File: config.mk
export PLATFORM = sky130hd
export DESIGN_NAME = ffd_univ_reg_flat
export DESIGN_NICKNAME = d
export VERILOG_FILES = /design/src/rtl/ffd_pkg.sv /design/src/rtl/ffd_univ_reg_if.sv /design/src/rtl/ffd_univ_reg_next.sv /design/src/rtl/ffd_univ_reg.sv /design/src/flat_wrapper.sv
export SDC_FILE = /design/constraint.sdc
export NUM_CORES = 1
export LEC_CHECK = 0
export ABC_CLOCK_PERIOD_IN_PS = 1600
export CAP_MARGIN = 20
export CORE_MARGIN = 2
export CORE_UTILIZATION = 48
export CTS_BUF_LIST = sky130_fd_sc_hd__clkbuf_2 sky130_fd_sc_hd__clkbuf_4 sky130_fd_sc_hd__clkbuf_8
export CTS_CLUSTER_DIAMETER = 80
export DETAILED_ROUTE_END_ITERATION = 12
export PLACE_DENSITY = 0.84
export SYNTH_ARGS = -nofsm -noshare
export SYNTH_HDL_FRONTEND = slang
export SYNTH_HIERARCHICAL = 1
export SYNTH_SLANG_ARGS = --single-unit
File: constraint.sdc
create_clock -name clk -period 1.6 [get_ports clk]
set_input_delay 0.24 -clock clk [delete_from_list [all_inputs] [get_ports clk]]
set_output_delay 0.24 -clock clk [all_outputs]
set_load 0.01 [all_outputs]
File: src/rtl/ffd_pkg.sv
// rtl/ffd_pkg.sv - mode encodings shared by the universal register, its users and benches
package ffd_pkg;

  typedef logic [2:0] ffd_mode_t;

  localparam ffd_mode_t MODE_HOLD = 3'd0;
  localparam ffd_mode_t MODE_LOAD = 3'd1;
  localparam ffd_mode_t MODE_SHL  = 3'd2;
  localparam ffd_mode_t MODE_SHR  = 3'd3;
  localparam ffd_mode_t MODE_ROL  = 3'd4;
  localparam ffd_mode_t MODE_ROR  = 3'd5;
  localparam ffd_mode_t MODE_TGL  = 3'd6;
  localparam ffd_mode_t MODE_CLR  = 3'd7;

endpackage

File: src/rtl/ffd_univ_reg_if.sv
// rtl/ffd_univ_reg_if.sv - operation/data bundle between a user and the universal register
interface ffd_univ_reg_if #(
  parameter int WIDTH = 8
) ();
  import ffd_pkg::*;

  logic             en;
  ffd_mode_t        mode;
  logic [WIDTH-1:0] d;
  logic             sin;
  logic [WIDTH-1:0] q;
  logic             sout;
  logic             changed;

  modport master (
    output en, mode, d, sin,
    input  q, sout, changed
  );

  modport slave (
    input  en, mode, d, sin,
    output q, sout, changed
  );

endinterface

File: src/rtl/ffd_univ_reg_next.sv
// rtl/ffd_univ_reg_next.sv - combinational next-q / next-sout function of the universal register
module ffd_univ_next
  import ffd_pkg::*;
#(
  parameter int               WIDTH   = 8,
  parameter logic [WIDTH-1:0] RST_VAL = '0
) (
  input  logic             en,
  input  ffd_mode_t        mode,
  input  logic [WIDTH-1:0] q,
  input  logic [WIDTH-1:0] d,
  input  logic             sin,
  input  logic             sout,
  output logic [WIDTH-1:0] q_nxt,
  output logic             sout_nxt
);

  logic [WIDTH-1:0] shl_v;
  logic [WIDTH-1:0] shr_v;
  logic [WIDTH-1:0] rol_v;
  logic [WIDTH-1:0] ror_v;

  // A 1-bit register has no interior bits: shifts replace it with sin, rotates keep it.
  generate
    if (WIDTH == 1) begin : g_w1
      assign shl_v = sin;
      assign shr_v = sin;
      assign rol_v = q;
      assign ror_v = q;
    end else begin : g_wn
      assign shl_v = {q[WIDTH-2:0], sin};
      assign shr_v = {sin, q[WIDTH-1:1]};
      assign rol_v = {q[WIDTH-2:0], q[WIDTH-1]};
      assign ror_v = {q[0], q[WIDTH-1:1]};
    end
  endgenerate

  always_comb begin
    q_nxt    = q;
    sout_nxt = sout;
    if (en) begin
      case (mode)
        MODE_HOLD: ;
        MODE_LOAD: q_nxt = d;
        MODE_SHL: begin
          q_nxt    = shl_v;
          sout_nxt = q[WIDTH-1];
        end
        MODE_SHR: begin
          q_nxt    = shr_v;
          sout_nxt = q[0];
        end
        MODE_ROL: begin
          q_nxt    = rol_v;
          sout_nxt = q[WIDTH-1];
        end
        MODE_ROR: begin
          q_nxt    = ror_v;
          sout_nxt = q[0];
        end
        MODE_TGL: q_nxt = q ^ d;
        MODE_CLR: begin
          q_nxt    = RST_VAL;
          sout_nxt = 1'b0;
        end
        default: ;
      endcase
    end
  end

endmodule

File: src/rtl/ffd_univ_reg.sv
// rtl/ffd_univ_reg.sv - WIDTH-bit universal register (load/shift/rotate/toggle/clear) with change flag
module ffd_univ_reg
  import ffd_pkg::*;
#(
  parameter int               WIDTH   = 8,
  parameter logic [WIDTH-1:0] RST_VAL = '0
) (
  input  logic           clk,
  input  logic           rst_n,
  ffd_univ_reg_if.slave  bus
);

  logic [WIDTH-1:0] q_q, q_d;
  logic             sout_q, sout_d;
  logic             changed_q, changed_d;

  ffd_univ_next #(
    .WIDTH   (WIDTH),
    .RST_VAL (RST_VAL)
  ) u_next (
    .en       (bus.en),
    .mode     (bus.mode),
    .q        (q_q),
    .d        (bus.d),
    .sin      (bus.sin),
    .sout     (sout_q),
    .q_nxt    (q_d),
    .sout_nxt (sout_d)
  );

  always_comb begin
    changed_d = bus.en && (q_d != q_q);
  end

  always_ff @(posedge clk or negedge rst_n) begin
    if (!rst_n) begin
      q_q       <= RST_VAL;
      sout_q    <= 1'b0;
      changed_q <= 1'b0;
    end else begin
      q_q       <= q_d;
      sout_q    <= sout_d;
      changed_q <= changed_d;
    end
  end

  assign bus.q       = q_q;
  assign bus.sout    = sout_q;
  assign bus.changed = changed_q;

endmodule
File: src/flat_wrapper.sv
// flat-port wrapper written by rule: the top's interface ports become plain ports
module ffd_univ_reg_flat import ffd_pkg::*;
#(
  parameter int               WIDTH   = 8,
  parameter logic [WIDTH-1:0] RST_VAL = '0
)
  (clk, rst_n, bus_en, bus_mode, bus_d, bus_sin, bus_q, bus_sout, bus_changed);
  ffd_univ_reg_if #(.WIDTH(WIDTH)) bus_i ();
  input  logic clk;
  input  logic rst_n;
  input wire logic [$bits(bus_i.en)-1:0] bus_en;
  input wire logic [$bits(bus_i.mode)-1:0] bus_mode;
  input wire logic [$bits(bus_i.d)-1:0] bus_d;
  input wire logic [$bits(bus_i.sin)-1:0] bus_sin;
  output wire logic [$bits(bus_i.q)-1:0] bus_q;
  output wire logic [$bits(bus_i.sout)-1:0] bus_sout;
  output wire logic [$bits(bus_i.changed)-1:0] bus_changed;
  assign bus_i.en = bus_en;
  assign bus_i.mode = bus_mode;
  assign bus_i.d = bus_d;
  assign bus_i.sin = bus_sin;
  assign bus_q = bus_i.q;
  assign bus_sout = bus_i.sout;
  assign bus_changed = bus_i.changed;
  ffd_univ_reg #(.WIDTH(WIDTH), .RST_VAL(RST_VAL)) u_core (.clk(clk), .rst_n(rst_n), .bus(bus_i));
endmodule
# [Word-level counts from Yosys, hierarchy flattened]
# Index checks and enable logic that the tools add are counted.
[totals] rom_bits=0 latchBits=0 word_cells=20 n_memories=0 ram_bits=0 inputBits=15 reg_bits=10
[op_classes] n_mux=3 n_lt_le_gt_ge=0 bitwise=1 multipliers=0 n_eq_ne=8 reduce_logical=5 div=0 addsub=0 n_shift=0
[ops] operator="$pmux 8 s7" count=1
[ops] operator="$eq 3x3->1 const B" count=4
[ops] operator="$mux 8" count=1
[ops] operator="$ne 8x8->1" count=1
[ops] operator="$xor 8x8->8" count=1
[ops] operator="$eq 3x2->1 const B" count=2
[ops] operator="$reduce_or 2->1" count=2
[ops] operator="$eq 3x1->1 const B" count=1
[ops] operator="$pmux 1 s3" count=1
[ops] operator="$reduce_bool 3->1" count=1
[ops] operator="$reduce_and 2->1" count=1
[ops] operator="$logic_and 1x1->1" count=1

# [Longest topological paths before layout]
[logic_depth] word_depth=5 mapped_depth=9 mapped_depth_nobuf=7

# [By module]
# The synthesis kept the hierarchy.
[by_module_without_submodules] module="ffd_univ_next" cells_each=72 seq_area_each_um2=0.0 n_inst=1 area_each_um2=496.7
[by_module_without_submodules] module="ffd_univ_reg" cells_each=21 seq_area_each_um2=250.2 n_inst=1 area_each_um2=340.3

# [Worst setup path after synthesis]
# OpenSTA, ideal clock, no wires.
[synth_path] path_type="in2reg" start="in bus_mode[1]" end="reg u_core.changed_q (netlist: u_core/bus.changed)" setup_slack_ns=-0.095 t_arrival_ns=1.564 setup_ns=0.132 path_stages=9 cell_sequence="buf_4 -> or3b_1 -> buf_6 -> o21ai_0 -> nand3_1 -> o211ai_1 -> xor2_1 -> nor4_1 -> a21boi_1"
[synth_between] elab_chain_cells=5 word_cells_on_any_way=11 classes_between="eq/ne: 8; mux: 2; reduce/logical: 1"
[synth_rtl] element="start: declaration" line="flat_wrapper.sv:12" rtl="input wire logic [$bits(bus_i.mode)-1:0] bus_mode;"
[synth_rtl] element="$eq 3x3->1, or another cell as far along" line="ffd_univ_reg_next.sv:42" rtl="case (mode)"
[synth_rtl] element="$pmux 8 s7 (*)" line="ffd_univ_reg_next.sv:42"
[synth_rtl] element="$mux 8 (*)" line="ffd_univ_reg_next.sv:41" rtl="if (en) begin"
[synth_rtl] element="net u_core.q_d[1]" line="ffd_univ_reg.sv:13" rtl="logic [WIDTH-1:0] q_q, q_d;"
[synth_rtl] element="$ne 8x8->1 (*)" line="ffd_univ_reg.sv:32" rtl="changed_d = bus.en && (q_d != q_q);"
[synth_rtl] element="$logic_and 1x1->1 (*)" line="ffd_univ_reg.sv:32"
[synth_rtl] element="net u_core.changed_d" line="ffd_univ_reg.sv:15" rtl="logic changed_q, changed_d;"
[synth_rtl] element="end signal: assignment" line="ffd_univ_reg.sv:43" rtl="changed_q <= changed_d;"
[synth_rtl] element="end: declaration" line="ffd_univ_reg.sv:15"
# The timed path passes the listed nets; every way through them passes the cells marked *.
# A chain may end at the register's enable or synchronous reset.

# [Worst setup path in the final report]
[layout_path] start="reg u_core.q_q[6] (netlist: u_core/bus.q[6])" end="reg u_core.changed_q (netlist: u_core/bus.changed)"
[layout_between] word_cells_on_any_way=5 classes_between="eq/ne: 1; mux: 2; bitwise: 1; reduce/logical: 1"
[layout_rtl] element="start: declaration" line="ffd_univ_reg.sv:13"
[layout_rtl] element="start signal: assignment" line="ffd_univ_reg.sv:41" rtl="q_q <= q_d;"
[layout_rtl] element="$pmux 8 s7" line="ffd_univ_reg_next.sv:42"
[layout_rtl] element="$mux 8" line="ffd_univ_reg_next.sv:41"
[layout_rtl] element="net u_core.q_d[7]" line="ffd_univ_reg.sv:13"
[layout_rtl] element="$ne 8x8->1" line="ffd_univ_reg.sv:32"
[layout_rtl] element="$logic_and 1x1->1" line="ffd_univ_reg.sv:32"
[layout_rtl] element="net u_core.changed_d" line="ffd_univ_reg.sv:15"
# The timed path passes the listed nets, and every way through them passes these cells.

==> metrics.log <==
[metrics] share of the cycle needed by the critical path after routing: 1.085
[metrics] reg-to-reg critical path endpoint: u_core/bus.changed
[metrics] met2 routed wirelength: 1.331 mm
[metrics] DR vias/cell: approximately 6.1
[metrics] Final ANT Viol Nets: 0
[metrics] CTS tree: yes
[metrics] final count of pins violating max slew: 0
[metrics] initial DRC count: 56
[metrics] type of the tightest min-delay check: in -> async
[metrics] Clock Path Buffers: 2
[metrics] critical path type: reg -> reg
[metrics] total gr overflow: 0
[metrics] Die Y: about 46 um
[metrics] worst slew margin relative to its limit: 0.6724
[metrics] status: finished, violations left
[metrics] Worst Path Required: ~1.7 ns
[metrics] Final WS setup: -0.1365 ns
[metrics] VDD IR max: 621.5 uV
[metrics] type of element launching the critical path: flop
[metrics] area share of fa/ha/maj cells after synthesis: 0
[metrics] Boundary Pins: 25
[metrics] number of global-route vias before repair: 863
[metrics] number of violations of the max-capacitance limit: 0
[metrics] most instantiated flip-flop cell in the synthesis netlist: dfrtp_1
[metrics] die span in x: approximately 46 um
[metrics] cell depth of the worst flop-to-flop path: 7
[metrics] cell at the root of the clock tree: clkbuf_4
[metrics] Synth async-reset ratio: 1.000
[metrics] Avg WL per Cell: 17.21 um
[metrics] Mapped Nets: ~110
[metrics] final number of hold-violating endpoints: 0
[metrics] H-Tree Level Count: 1
[metrics] Post-Route Skew: 0.0006915 ns
[metrics] total routing resource utilization after global routing: 0.2638
[metrics] input/output buffers: 24
[metrics] core box area: ~1700 um2
[metrics] maximum fanout along the worst path: 6
[metrics] Unique masters post-synth: 27
[metrics] 1st-pass router iterations: 4
[metrics] Clock Latency Late Sink: ~0.25 ns
[metrics] Net count, final: around 160
[metrics] antenna violations before repair: 0
[metrics] met3 routed WL: about 180 um
[metrics] final number of setup-violating endpoints: 1
[metrics] cell area after synthesis: ~840 um2
[metrics] average instance area after synthesis: between 9 and 10 um2
[metrics] number of remaining DRC errors: 0
[metrics] CTS sink cnt: 10
[metrics] count of flip-flops with a built-in enable after synthesis: 0
[metrics] Worst Setup End Kind: flop
[metrics] flip-flop and latch count after synthesis: 10
[metrics] number of instances in the synthesized netlist: just over 90
[metrics] post-route met1 wirelength: 1.131 mm
[metrics] multiplexer area fraction after synthesis: 0.1196
[metrics] Synth warnings: 6
[metrics] RSZ-0062 raised after global routing: true
[metrics] DIE AREA: 2094 um2
[metrics] shortest period the worst path allows: around 1.7 ns
[metrics] violated checks: negative setup slack
[metrics] share of post-route cells with drive strength above 1: 0.3116
[metrics] final antenna diode count: 0
[metrics] dpl hpwl: around 1.6 mm
[metrics] final estimated routing congestion in global placement: between 0.8 and 0.9
[metrics] wire length of the first global-routing pass: approximately 4.0 mm
[metrics] non-filler cells, final: roughly 160
[metrics] slack of the worst reg-to-reg path: -0.14 ns
[metrics] achievable frequency: approximately 580 MHz
[metrics] Worst R2R Start: u_core/bus.q[6]
[metrics] clock transition time at the flip-flop clock pins of the worst setup and hold paths: 0.06 ns
[metrics] power density over the cells: between 700 and 800 nW/um2
[metrics] largest family of logic cells by synthesized area: compound AO/OA/AOI/OAI gates
[metrics] fraction of the mapped netlist area in simple logic gates: 0.1405
[metrics] detailed-route wire length: around 2.7 mm
[metrics] cell leakage power: between 0.0006 and 0.0007 uW
[metrics] total via count after detailed routing: between 900 and 1,000
[metrics] actual slew at the worst max-slew pin: between 0.4 and 0.5 ns
[metrics] end-of-flow core utilization: 0.7778
[metrics] starting utilization of the core area: 0.4956
[metrics] number of cells in the design after placement: 143
[metrics] Syn-to-layout area delta: 56.95%
[metrics] std cell rows: 15
[metrics] sequential cell area fraction in the yosys report: 0.2990
[metrics] # fillers: 124
[metrics] maximum number of pins on one net before global-route repair: 11
[metrics] share of the synthesized area in compound gates (AO/OA/AOI/OAI): 0.2930
[metrics] Num CTS Buffers: 3
[metrics] post-synthesis xor/xnor area fraction: 0.08371
[metrics] highest metal layer used by the detailed router: met4
[metrics] CP arrival: 1.86 ns
-- where the power goes --
group / switching, uW / total [uW] / internal, uW
sequential: 55.0 / 351 / 296
clock: 79.5 / 166 / 86.6
combinational: 235 / 521 / 286
-- cells in the mapped netlist, types with 2 or more instances --
cell type | number | area, um2
mux2i_1 | 10 | 100.1
nand2_1 | 9 | 33.78
nand3_1 | 6 | 30.03
nand2b_1 | 2 | 12.51
o21ai_2 | 3 | 26.28
dfrtp_1 | 10 | 250.2
o21ai_0 | 14 | 70.07
a21oi_1 | 4 | 20.02
o22ai_1 | 2 | 12.51
buf_4 | 3 | 22.52
buf_6 | 2 | 22.52
xor2_1 | 8 | 70.07
o211ai_1 | 5 | 37.54
nor4_1 | 2 | 12.51
-- per-stage QoR --
stage	hold slack [ns]	setup TNS (ns)	power [uW]	setup WS, ns	cell area [um2]
floorplan	-0.05559	-0.08463	575.5	-0.08463	844.6
CTS	0.3257	-0.04048	998.9	-0.04048	1251
finish	0.3129	-0.1365	1038	-0.1365	1314
global placement	0.5004	-2.017	789.1	-0.7544	1165
global route	0.3427	-0.1652	1095	-0.1652	1314
detailed placement	0.5081	-2.349	795.1	-0.8121	1165
-- area by class of cell --
type,instances,area (um2),share of cell area
clock buffers,3,22.52,0.01714
repair buffers,47,425.4,0.3238
well taps,17,21.27,0.01619
flip-flops and latches,10,252.7,0.1924
multi-input cells,78,591.8,0.4505
-- per-layer routing --
layer / up-vias / global-route usage
met3: 4 / 0.02381
met1: 439 / 0.3650
met2: 47 / 0.4479
met4: 0 / 0.05143
li1: 449 / -
met5: - / 0
-- sequential cells by signal, indices dropped and copies added (netlist names) --
| signal | count |
|---|---|
| u_core/bus.changed | 1 |
| u_core/bus.sout | 1 |
| u_core/bus.q | 8 |
-- worst max path at each step --
stage / startpoint / end / cells after the start
floorplan: bus_mode[1] / u_core/bus.changed / 9
global placement: bus_mode[1] / u_core/bus.changed / 8
detailed placement: bus_mode[1] / u_core/bus.changed / 8
CTS: u_core/bus.q[7] / u_core/bus.changed / 7
global route: u_core/bus.q[6] / u_core/bus.changed / 7
finish: u_core/bus.q[6] / u_core/bus.changed / 7
-- critical path: stages, from the launching register on --
cell and delay (ns):
dfrtp_2 0.46, mux2i_2 0.19, o22ai_1 0.10, a21oi_1 0.19, o21ai_2 0.10, xor2_1 0.15, nor4_1 0.27, a21boi_1 0.13
-- layout by cell type (no fill, tap or decap), types with 2 or more instances in the layout --
master	netlist	final
buf_6	2	6
o31a_1	1	2
buf_2	1	2
clkbuf_4	0	4
clkdlybuf4s50_1	0	19
a21oi_1	4	4
o21ai_1	1	3
o21ai_2	3	4
buf_4	3	17
o211ai_1	5	5
o21ai_0	14	11
dfrtp_1	10	8
mux2i_1	10	9
xor2_1	8	8
o22ai_1	2	2
nand2_1	9	9
nand3b_4	1	2
nand3_1	6	6
dfrtp_2	0	2
-- cell families (layout without fill, tap and decap cells) --
group / after synthesis / count (layout)
compound gates: 37 / 38
xor+xnor: 8 / 8
buf+inv: 7 / 50
flops: 10 / 10
mux: 10 / 10
simple gates: 21 / 22
-- repair_timing --
action | in CTS | in global routing
pin swaps | 8 | 6
buffers inserted | 2 | 5
hold buffers | 0 | 0
cloned | 2 | 0
endpoints found under the setup margin | 4 | 3
gates resized for setup | 25 | 8
No activity file was read; power rests on OpenSTA's default activity.
